$ cat config.mk
export PLATFORM = sky130hd
export DESIGN_NAME = fp32_dot_accumulator
export DESIGN_NICKNAME = d
export VERILOG_FILES = /design/src/rtl/fp_pkg.sv /design/src/rtl/fp32_lzc.sv /design/src/rtl/fp32_dot_accumulator.sv
export SDC_FILE = /design/constraint.sdc
export NUM_CORES = 1
export LEC_CHECK = 0
export CORE_MARGIN = 4
export CORE_UTILIZATION = 45
export CTS_CLUSTER_DIAMETER = 30
export DETAILED_ROUTE_END_ITERATION = 7
export GPL_ROUTABILITY_DRIVEN = 0
export PLACE_DENSITY = 0.72
export SLEW_MARGIN = 25
export SYNTH_ARGS = -nofsm -noshare
export SYNTH_HDL_FRONTEND = slang
export SYNTH_HIERARCHICAL = 1
export SYNTH_SLANG_ARGS = --single-unit
$ cat constraint.sdc
create_clock -name clk -period 22.9 [get_ports clk]
set_input_delay 3.435 -clock clk [delete_from_list [all_inputs] [get_ports clk]]
set_output_delay 3.435 -clock clk [all_outputs]
set_load 0.01 [all_outputs]
$ cat src/rtl/fp_pkg.sv
// Shared FP32 field constants and the accumulator state encoding.
package fp_pkg;
    localparam int          FP32_EXP_W   = 8;
    localparam int          FP32_MAN_W   = 23;
    localparam int          FP32_BIAS    = 127;
    localparam logic [31:0] FP32_QNAN    = 32'h7FFFFFFF;
    localparam logic [7:0]  FP32_INF_EXP = 8'hFF;

    typedef enum logic [2:0] {
        S_IDLE,
        S_ALIGN,
        S_ADD,
        S_NORM,
        S_OUT
    } acc_state_t;
endpackage

$ cat src/rtl/fp32_lzc.sv
// Combinational leading-zero counter over a 25-bit magnitude (MSB first).
module fp32_lzc (
    input  logic [24:0] bits,
    output logic [4:0]  count
);
    logic found;

    always_comb begin
        count = 5'd0;
        found = 1'b0;
        for (int i = 24; i >= 0; i--) begin
            if (!found) begin
                if (bits[i]) found = 1'b1;
                else         count = 5'(count + 5'd1);
            end
        end
    end
endmodule

$ cat src/rtl/fp32_dot_accumulator.sv
// Truncating FP32 accumulator: one term per 4 cycles through align/add/normalise,
// result held on a valid/ready port once the last term has been summed.
module fp32_dot_accumulator
    import fp_pkg::*;
#(
    parameter int CNT_W = 16
) (
    input  logic             clk,
    input  logic             rst,
    input  logic             in_valid,
    output logic             in_ready,
    input  logic [31:0]      in_data,
    input  logic             in_last,
    output logic             out_valid,
    input  logic             out_ready,
    output logic [31:0]      out_data,
    output logic [CNT_W-1:0] out_count
);
    acc_state_t       state;
    logic [31:0]      acc;
    logic [CNT_W-1:0] count;
    logic             nan_flag, inf_flag, inf_sign, last_flag;

    logic [31:0] op_p0;
    logic [23:0] big_man_p1, small_man_p1;
    logic [7:0]  exp_p1;
    logic        sign_a_p1, sign_b_p1;
    logic [24:0] sum_p2;
    logic [7:0]  exp_p2;
    logic        sign_p2;

    function automatic logic [CNT_W-1:0] sat_inc(input logic [CNT_W-1:0] v);
        return (&v) ? v : CNT_W'(v + 1'b1);
    endfunction

    function automatic logic [31:0] pack_result(input logic nan, input logic inf,
                                                input logic isign, input logic [31:0] a);
        if (nan)      return FP32_QNAN;
        else if (inf) return {isign, FP32_INF_EXP, 23'd0};
        else          return a;
    endfunction

    // ---- align: unpack operand and accumulator, order by exponent ----
    logic        op_nan, op_inf, op_zero, acc_zero, swap;
    logic [7:0]  a_exp, b_exp, diff;
    logic [23:0] a_man, b_man, small_man;

    always_comb begin
        op_nan   = (op_p0[30:23] == FP32_INF_EXP) && (op_p0[22:0] != 23'd0);
        op_inf   = (op_p0[30:23] == FP32_INF_EXP) && (op_p0[22:0] == 23'd0);
        op_zero  = (op_p0[30:23] == 8'd0) || (op_p0[30:23] == FP32_INF_EXP);
        acc_zero = (acc[30:23] == 8'd0) || (acc[30:23] == FP32_INF_EXP);
        a_exp    = acc_zero ? 8'd0 : acc[30:23];
        a_man    = acc_zero ? 24'd0 : {1'b1, acc[22:0]};
        b_exp    = op_zero ? 8'd0 : op_p0[30:23];
        b_man    = op_zero ? 24'd0 : {1'b1, op_p0[22:0]};
        swap     = b_exp > a_exp;
        diff     = swap ? (b_exp - a_exp) : (a_exp - b_exp);
        small_man = swap ? a_man : b_man;
        if (diff >= 8'd25) small_man = 24'd0;
        else               small_man = small_man >> diff;
    end

    // ---- add: signed-magnitude add/sub, larger-exponent operand is "big" ----
    logic [24:0] add_sum;
    logic        add_sign;

    always_comb begin
        if (sign_a_p1 == sign_b_p1) begin
            add_sum  = {1'b0, big_man_p1} + {1'b0, small_man_p1};
            add_sign = sign_a_p1;
        end else if (big_man_p1 >= small_man_p1) begin
            add_sum  = {1'b0, big_man_p1} - {1'b0, small_man_p1};
            add_sign = sign_a_p1;
        end else begin
            add_sum  = {1'b0, small_man_p1} - {1'b0, big_man_p1};
            add_sign = sign_b_p1;
        end
    end

    // ---- normalise: carry/left-shift, then overflow and underflow handling ----
    logic [4:0]        lzc, shamt;
    logic [24:0]       shifted;
    logic signed [9:0] exp_wide, norm_exp;
    logic [31:0]       norm_word;
    logic              ovf, nxt_nan, nxt_inf, nxt_inf_sign;

    fp32_lzc u_lzc (
        .bits  (sum_p2),
        .count (lzc)
    );

    always_comb begin
        shamt    = (lzc == 5'd0) ? 5'd0 : 5'(lzc - 5'd1);
        shifted  = sum_p2 << shamt;
        exp_wide = signed'({2'b00, exp_p2});
        ovf      = 1'b0;
        if (sum_p2[24]) norm_exp = exp_wide + 10'sd1;
        else            norm_exp = exp_wide - signed'({5'd0, shamt});
        if (sum_p2 == 25'd0) begin
            norm_word = 32'd0;
        end else if (norm_exp >= 10'sd255) begin
            norm_word = {sign_p2, FP32_INF_EXP, 23'd0};
            ovf       = 1'b1;
        end else if (norm_exp <= 10'sd0) begin
            norm_word = 32'd0;
        end else if (sum_p2[24]) begin
            norm_word = {sign_p2, norm_exp[7:0], sum_p2[23:1]};
        end else begin
            norm_word = {sign_p2, norm_exp[7:0], shifted[22:0]};
        end
        nxt_nan      = nan_flag | (ovf & inf_flag & (inf_sign != sign_p2));
        nxt_inf      = inf_flag | ovf;
        nxt_inf_sign = inf_flag ? inf_sign : sign_p2;
    end

    always_ff @(posedge clk) begin
        if (state == S_IDLE && in_valid && in_ready) op_p0 <= in_data;
        if (state == S_ALIGN) begin
            big_man_p1   <= swap ? b_man : a_man;
            small_man_p1 <= small_man;
            exp_p1       <= swap ? b_exp : a_exp;
            sign_a_p1    <= swap ? op_p0[31] : acc[31];
            sign_b_p1    <= swap ? acc[31] : op_p0[31];
        end
        if (state == S_ADD) begin
            sum_p2  <= add_sum;
            sign_p2 <= add_sign;
            exp_p2  <= exp_p1;
        end
    end

    always_ff @(posedge clk or posedge rst) begin
        if (rst) begin
            state     <= S_IDLE;
            acc       <= 32'd0;
            count     <= '0;
            nan_flag  <= 1'b0;
            inf_flag  <= 1'b0;
            inf_sign  <= 1'b0;
            last_flag <= 1'b0;
            in_ready  <= 1'b0;
            out_valid <= 1'b0;
            out_data  <= 32'd0;
            out_count <= '0;
        end else begin
            case (state)
                S_IDLE: begin
                    in_ready <= 1'b1;
                    if (in_valid && in_ready) begin
                        last_flag <= in_last;
                        count     <= sat_inc(count);
                        in_ready  <= 1'b0;
                        state     <= S_ALIGN;
                    end
                end
                S_ALIGN: begin
                    if (op_nan) begin
                        nan_flag <= 1'b1;
                    end else if (op_inf) begin
                        if (inf_flag && (inf_sign != op_p0[31])) nan_flag <= 1'b1;
                        else begin
                            inf_flag <= 1'b1;
                            inf_sign <= op_p0[31];
                        end
                    end
                    state <= S_ADD;
                end
                S_ADD: state <= S_NORM;
                S_NORM: begin
                    acc      <= norm_word;
                    nan_flag <= nxt_nan;
                    inf_flag <= nxt_inf;
                    inf_sign <= nxt_inf_sign;
                    if (last_flag) begin
                        out_valid <= 1'b1;
                        out_data  <= pack_result(nxt_nan, nxt_inf, nxt_inf_sign, norm_word);
                        out_count <= count;
                        state     <= S_OUT;
                    end else begin
                        in_ready <= 1'b1;
                        state    <= S_IDLE;
                    end
                end
                S_OUT: begin
                    if (out_ready) begin
                        out_valid <= 1'b0;
                        acc       <= 32'd0;
                        count     <= '0;
                        nan_flag  <= 1'b0;
                        inf_flag  <= 1'b0;
                        inf_sign  <= 1'b0;
                        in_ready  <= 1'b1;
                        state     <= S_IDLE;
                    end
                end
                default: state <= S_IDLE;
            endcase
        end
    end
endmodule
==> summary.md, run 1 <==
| Metric | Value |
|---|---|
| Netlist cell types | 122 |
| R2r worst-path depth | 80 |
| Gate Count Post-Synth | 2281 |
| Hold Path End | exp_p2[7]$_DFFE_PP_ |
| GRT overflow | 0 |
| Fin. Hold Viols | 0 |
| Tot GR Track Use | 24.17% |
| Drt wl/cell | 20.64 microns |
| Clk buf depth | 3 |
| Relative slew slack | 29.12% |
| Reg2reg start | sum_p2[24]$_DFFE_PP_ |
| CTS Sinks | 229 |
| Vias in the first global route | approximately 18000 |
| Hold buffer count at cts | 0 |
| Most frequent cells in the layout | nand2_1 (254), nor2_1 (174), a21oi_1 (145) |
| CTS tree | built |
| Required time worst endpoint | 23.36 ns |
| Core area | 0.04346 sq mm |
| Register area share after synthesis | 31.87% |
| Synth warn | 6 |
| Post-DR vias/cell | around 6.3 |
| Critical path's top delay family | compound AO/OA/AOI/OAI gates |
| Final setup TNS | 0 ns |
| Die Wd | between 200 and 250 microns |
| Postcts setup bufs | 0 |
| Outcome | completed |
| WP data arrival | 17.81 ns |
| Syn Area/Cell | 8.736 sq um |
| CP max stage delay | 0.70 ns |
| Simple-gate area share of the yosys netlist | 20.30% |
| DP Wirelength | 44910 microns |
| Via count | roughly 18000 |
| F_max | 57.64 MHz |
| Worst path slowest cell | o21ai_4 |
| Commonest non-fill, non-tap cell in the layout | nand2_1 |
| Root Buffer | clkbuf_16 |
| Clk_lat worst skew | 0.55 ns |
| Type of the tightest min-delay check | reg2reg |
| Post-CTS sizing | 0 |
| Synth Area in XOR/XNOR | 4.483% |
| Clk slew on worst S/H paths | 0.05 ns |
| 1st-pass router iterations | 7 |
| First-pass GRT wire length | between 90000 and 100000 microns |
| Worst hold path depth | 0 |
| Compound-cell area share of the yosys netlist | 22.32% |
| Critical path type | reg2reg |
| Worst Tran Pin Value | 1.062 ns |
| Nets | around 2500 |
| Syn nets | 2441 |
| Initial antenna violation count | 0 |
| Die Y | 218.4 microns |
| Main flop type after synthesis | edfxtp_1 |
| Final setup vio count | 0 |
| Fraction of layout instances using a drive strength above 1 | 8.806% |
| Row cnt | between 70 and 80 |
| Critical Path End Type | flip-flop |
| Mapped Area | 0.01993 sq mm |
| RSZ-0062 raised after global routing | false |
| DIE AREA | about 0.048 sq mm |
| Total CTS buffers | 40 |
| Detailed Route WL | 60120 microns |
| Adder-cell share of the synthesized area | 8.156% |
| Multiplexer area fraction after synthesis | 7.428% |
| FF-to-FF End | out_data[20]$_DFFE_PP0P_ |
| Reg2Reg Setup Slack | 5.55 ns |
| Critical Path Source | sum_p2[24]$_DFFE_PP_ |
| Crit Path Max Fanout | 58 |
| Async SR Flop Fraction | 45.85% |
| Worst clock skew | 0.03891 ns |
| ANT cells | 0 |
| Initial Util | between 40% and 50% |
| Post-route DRC | 0 |
| Crit-path most repeated cell | ha_1 |
| WP buf/inv | 4 |
| Final period utilization | ~76% |
| PortBufs | 86 |
| Fin. max-slew vios | 0 |
| Layout area overhead | 12.70% |
| Number of flops mapped to enable cells by yosys | about 120 |
| DRT iter0 DRCs | 2053 |
| H-Tree Depth | 2 |
| Seq cells post-synth | 229 |
| Largest family of logic cells by synthesized area | compound AO/OA/AOI/OAI gates |
| Min Tclk post-route | 17.35 ns |
| IO Pins | 87 |
| Hold path startpoint | exp_p1[7]$_DFFE_PP_ |
| MaxCap Viol Count | 0 |
| Largest net degree at the start of global routing | 62 |
| Startpoint types | flip-flop |
| Post-DRT Antenna Nets | 0 |
registers in the layout, indices dropped and copies added, names as in the netlist, 3 cells and up:
register / cells
exp_p2: 8
acc: 32
op_p0: 32
sum_p2: 25
out_count: 16
exp_p1: 8
state: 3
out_data: 32
big_man_p1: 24
count: 16
small_man_p1: 24
cells in the mapped netlist (all sizes together), types with 34 or more instances:
library cell,n,area share [%]
inv,121,2.3
clkbuf,64,1.2
edfxtp,124,19
ha,117,7.3
buf,66,1.9
nor3,61,1.7
mux2i,101,5.1
nand3,81,2.1
nor2b,34,1.1
nand2,256,4.9
xnor2,47,2.2
nand2b,34,1.1
o21ai,134,3.4
nor2,179,3.5
a21oi,147,3.8
dfrtp,105,13
worst max-delay path by stage:
stage	end	slack, ns	cells after the start
floorplan	acc[10]$_DFFE_PP0P_	8.88	83
global placement	out_data[20]$_DFFE_PP0P_	6.82	80
detailed placement	out_data[20]$_DFFE_PP0P_	5.94	80
CTS	out_data[20]$_DFFE_PP0P_	5.82	80
global route	acc[20]$_DFFE_PP0P_	4.39	80
finish	out_data[20]$_DFFE_PP0P_	5.55	80
kinds of logic after synthesis:
| group | after synthesis |
|---|---|
| buf+inv | 252 |
| fa+ha+maj | 127 |
| xor+xnor | 86 |
| flops | 229 |
| simple gates | 817 |
| mux | 136 |
| compound gates | 634 |
worst register-to-register path: cells and delay by family (launching register included):
family,cells,cell delay (ns)
flops,1,0.36
compound gates,31,6.26
fa+ha+maj,14,4.10
buf+inv,4,0.71
simple gates,27,5.29
mux,4,0.57
layer usage:
layer	routed length (microns)	GRT usage, %	share of wire (%)
met1	24560	31.92	41
met2	28060	39.59	47
met3	4358	3.003	7.2
met4	3135	11.38	5.2
met5	0	0	0
per-stage QoR:
stage | util [%] | area, sq um | worst slack (ns) | hold slack [ns] | std cells
floorplan | - | 19930 | 8.875 | 0.4003 | 2281
global placement | 48.45 | 21060 | 6.819 | 0.4065 | 2840
detailed placement | 48.47 | 21060 | 5.940 | 0.4045 | 2840
CTS | 51.64 | 22440 | 5.818 | 0.4186 | 2913
global route | 51.68 | 22460 | 4.394 | 0.4293 | 2913
finish | 51.68 | 22460 | 5.551 | 0.4189 | 2913
layout make-up:
class                   instances  area (sq um)
multi-input cells            1800         12540
inverters                     122         460.4
fillers                      3964         21000
clock buffers                  45          1020
repair buffers                104         996.0
flip-flops and latches        229          6351
well taps                     585         732.0
clock inverters                28         357.8
Power of run 1 is left out: the tool's default activity adds up to more than one toggle a clock period on the data nets, which glitch-free logic cannot reach.
==> inputs of run 2 (changes only) <==
==> constraint.sdc (replaced) <==
create_clock -name clk -period 17.4 [get_ports clk]
set_input_delay 2.61 -clock clk [delete_from_list [all_inputs] [get_ports clk]]
set_output_delay 2.61 -clock clk [all_outputs]
set_load 0.01 [all_outputs]
==> run 2 against run 1 <==
  * Via count increased by 0.73%
  * Flip-flop and latch count unchanged
  * Core utilization increased by 0.59 points
  * Non-clock buffer count increased by 6
  * Sequential share of layout area decreased by 0.32 points
  * Largest cell class unchanged
  * Critical path depth unchanged
  * Hold slack about the same
  * Setup slack got worse by 4.1 ns
  * Cell area increased by 1.1%
==> summary.md, run 2 (synthesis results as in run 1) <==
| Metric | Value |
|---|---|
| Outcome | completed |
| Root Buffer | clkbuf_16 |
| Final core occ | 52.27% |
| Crit Path Max Fanout | 57 |
| Relative slew slack | 31.72% |
| MaxCap Viol Count | 0 |
| F_max | 62.61 MHz |
| Fin. Hold Viols | 0 |
| Nets | 2467 |
| Detailed Route WL | 59930 microns |
| DIE AREA | about 0.048 sq mm |
| CP max stage delay | roughly 0.56 ns |
| Worst hold path depth | 0 |
| IO Pins | 87 |
| Fraction of layout instances using a drive strength above 1 | 9.479% |
| Hold buffer count at cts | 0 |
| Most frequent cells in the layout | nand2_1 (254), nor2_1 (173), a21oi_1 (145) |
| GRT overflow | 0 |
| Tot GR Track Use | roughly 24% |
| Required time worst endpoint | 17.82 ns |
| DP Wirelength | 44840 microns |
| Core area | 0.04346 sq mm |
| FILL cells | 3944 |
| Commonest non-fill, non-tap cell in the layout | nand2_1 |
| R2r worst-path depth | 80 |
| Critical Path End Type | flip-flop |
| Worst Tran Pin Value | 1.017 ns |
| Largest net degree at the start of global routing | 84 |
| Drt wl/cell | 20.47 microns |
| Regs by FF count | acc x32, op_p0 x32, out_data x32 |
| Clk slew on worst S/H paths | 0.05 ns |
| Crit-path most repeated cell | ha_1 |
| Worst clock skew | 0.05316 ns |
| Startpoint types | flip-flop |
| Final period utilization | about nine tenths |
| Vias in the first global route | around 18000 |
| PortBufs | 86 |
| Min Tclk post-route | 15.97 ns |
| Layout area overhead | 13.98% |
| Row cnt | 76 |
| Worst path slowest cell | or4_4 |
| H-Tree Depth | 2 |
| Type of the tightest min-delay check | reg2reg |
| Post-route DRC | 0 |
| Placed Area | roughly 0.021 sq mm |
| Initial Util | 45.85% |
| Clk_lat worst skew | 0.57 ns |
| Reg2reg start | sum_p2[24]$_DFFE_PP_ |
| Initial antenna violation count | 1 |
| Die Wd | 218.4 microns |
| Fin. max-slew vios | 0 |
| Hold path startpoint | exp_p1[6]$_DFFE_PP_ |
| Reg2Reg Setup Slack | 1.43 ns |
| 1st-pass router iterations | 7 |
| Final setup TNS | 0 ns |
| Total CTS buffers | 44 |
| Area of the multi-input gates | 0.01255 sq mm |
| Clk buf depth | 3 |
| Via count | between 15000 and 20000 |
| First-pass GRT wire length | 95200 microns |
| FF-to-FF End | acc[4]$_DFFE_PP0P_ |
| RSZ-0062 raised after global routing | false |
| ANT cells | 0 |
| Total area of sequential cells | approximately 0.0064 sq mm |
| Post-DRT Antenna Nets | 0 |
| Final setup vio count | 0 |
| WP data arrival | 16.39 ns |
| Design area | 0.02271 sq mm |
| DRT iter0 DRCs | 1755 |
| Die Y | 218.4 microns |
| Critical path type | reg2reg |
| CTS Sinks | 229 |
| Hold Path End | exp_p2[6]$_DFFE_PP_ |
| CTS tree | built |
| Post-DR vias/cell | 6.343 |
[run 2: cell types whose count changed in the layout (fill, tap and decap cells not counted), sizes merged]
cell    change
clkbuf      +9
clkinv      +1
bufinv      +1
inv         -2
buf         +5
[run 2: critical path: cells and delay by family, from the launching register on]
kind,cells,cell delay (ns)
flops,1,0.43
fa+ha+maj,14,4.02
simple gates,25,4.14
buf+inv,5,0.85
compound gates,32,5.76
mux,4,0.60
[run 2: metal layers]
layer | track usage, % | share of wire [%]
met3 | 3.865 | 7.6
met4 | 12.79 | 5.7
met1 | 31.53 | 41
met5 | 0 | 0.022
met2 | 39.28 | 46
[run 2: stage by stage]
step	hold slack [ns]	instances	setup slack, ns
global route	0.4215	2927	0.04377
finish	0.4189	2927	1.428
detailed placement	0.4070	2841	1.042
CTS	0.4200	2922	0.8838
global placement	0.4057	2841	1.707
floorplan	0.4003	2281	3.375
[run 2: area by class of cell]
| class | instances | share of cell area, % |
|---|---|---|
| Multi-Input combinational cell | 1800 | 55.27 |
| Timing Repair Buffer | 110 | 4.644 |
| Clock inverter | 28 | 1.675 |
| Clock buffer | 53 | 5.178 |
| Tap cell | 585 | 3.223 |
| Inverter | 122 | 2.044 |
| Sequential cell | 229 | 27.96 |
[run 2: how the worst max path moves through the flow]
stage                                     from  slack, ns                        to  cells after the start
after floorplan           sum_p2[23]$_DFFE_PP_       3.38       acc[10]$_DFFE_PP0P_                     83
after global routing      sum_p2[24]$_DFFE_PP_       0.04   out_data[0]$_DFFE_PP0P_                     82
final                     sum_p2[24]$_DFFE_PP_       1.43        acc[4]$_DFFE_PP0P_                     80
after global placement    sum_p2[24]$_DFFE_PP_       1.71  out_data[20]$_DFFE_PP0P_                     80
after detailed placement  sum_p2[24]$_DFFE_PP_       1.04  out_data[20]$_DFFE_PP0P_                     80
after CTS                 sum_p2[24]$_DFFE_PP_       0.88  out_data[20]$_DFFE_PP0P_                     80
[run 2: timing repair]
action / 4_1_cts / 5_1_grt
setup endpoints to repair: 0 / 55
setup buffers: 0 / 5
resized for setup: 0 / 12
Power of run 2 is left out for the same reason.
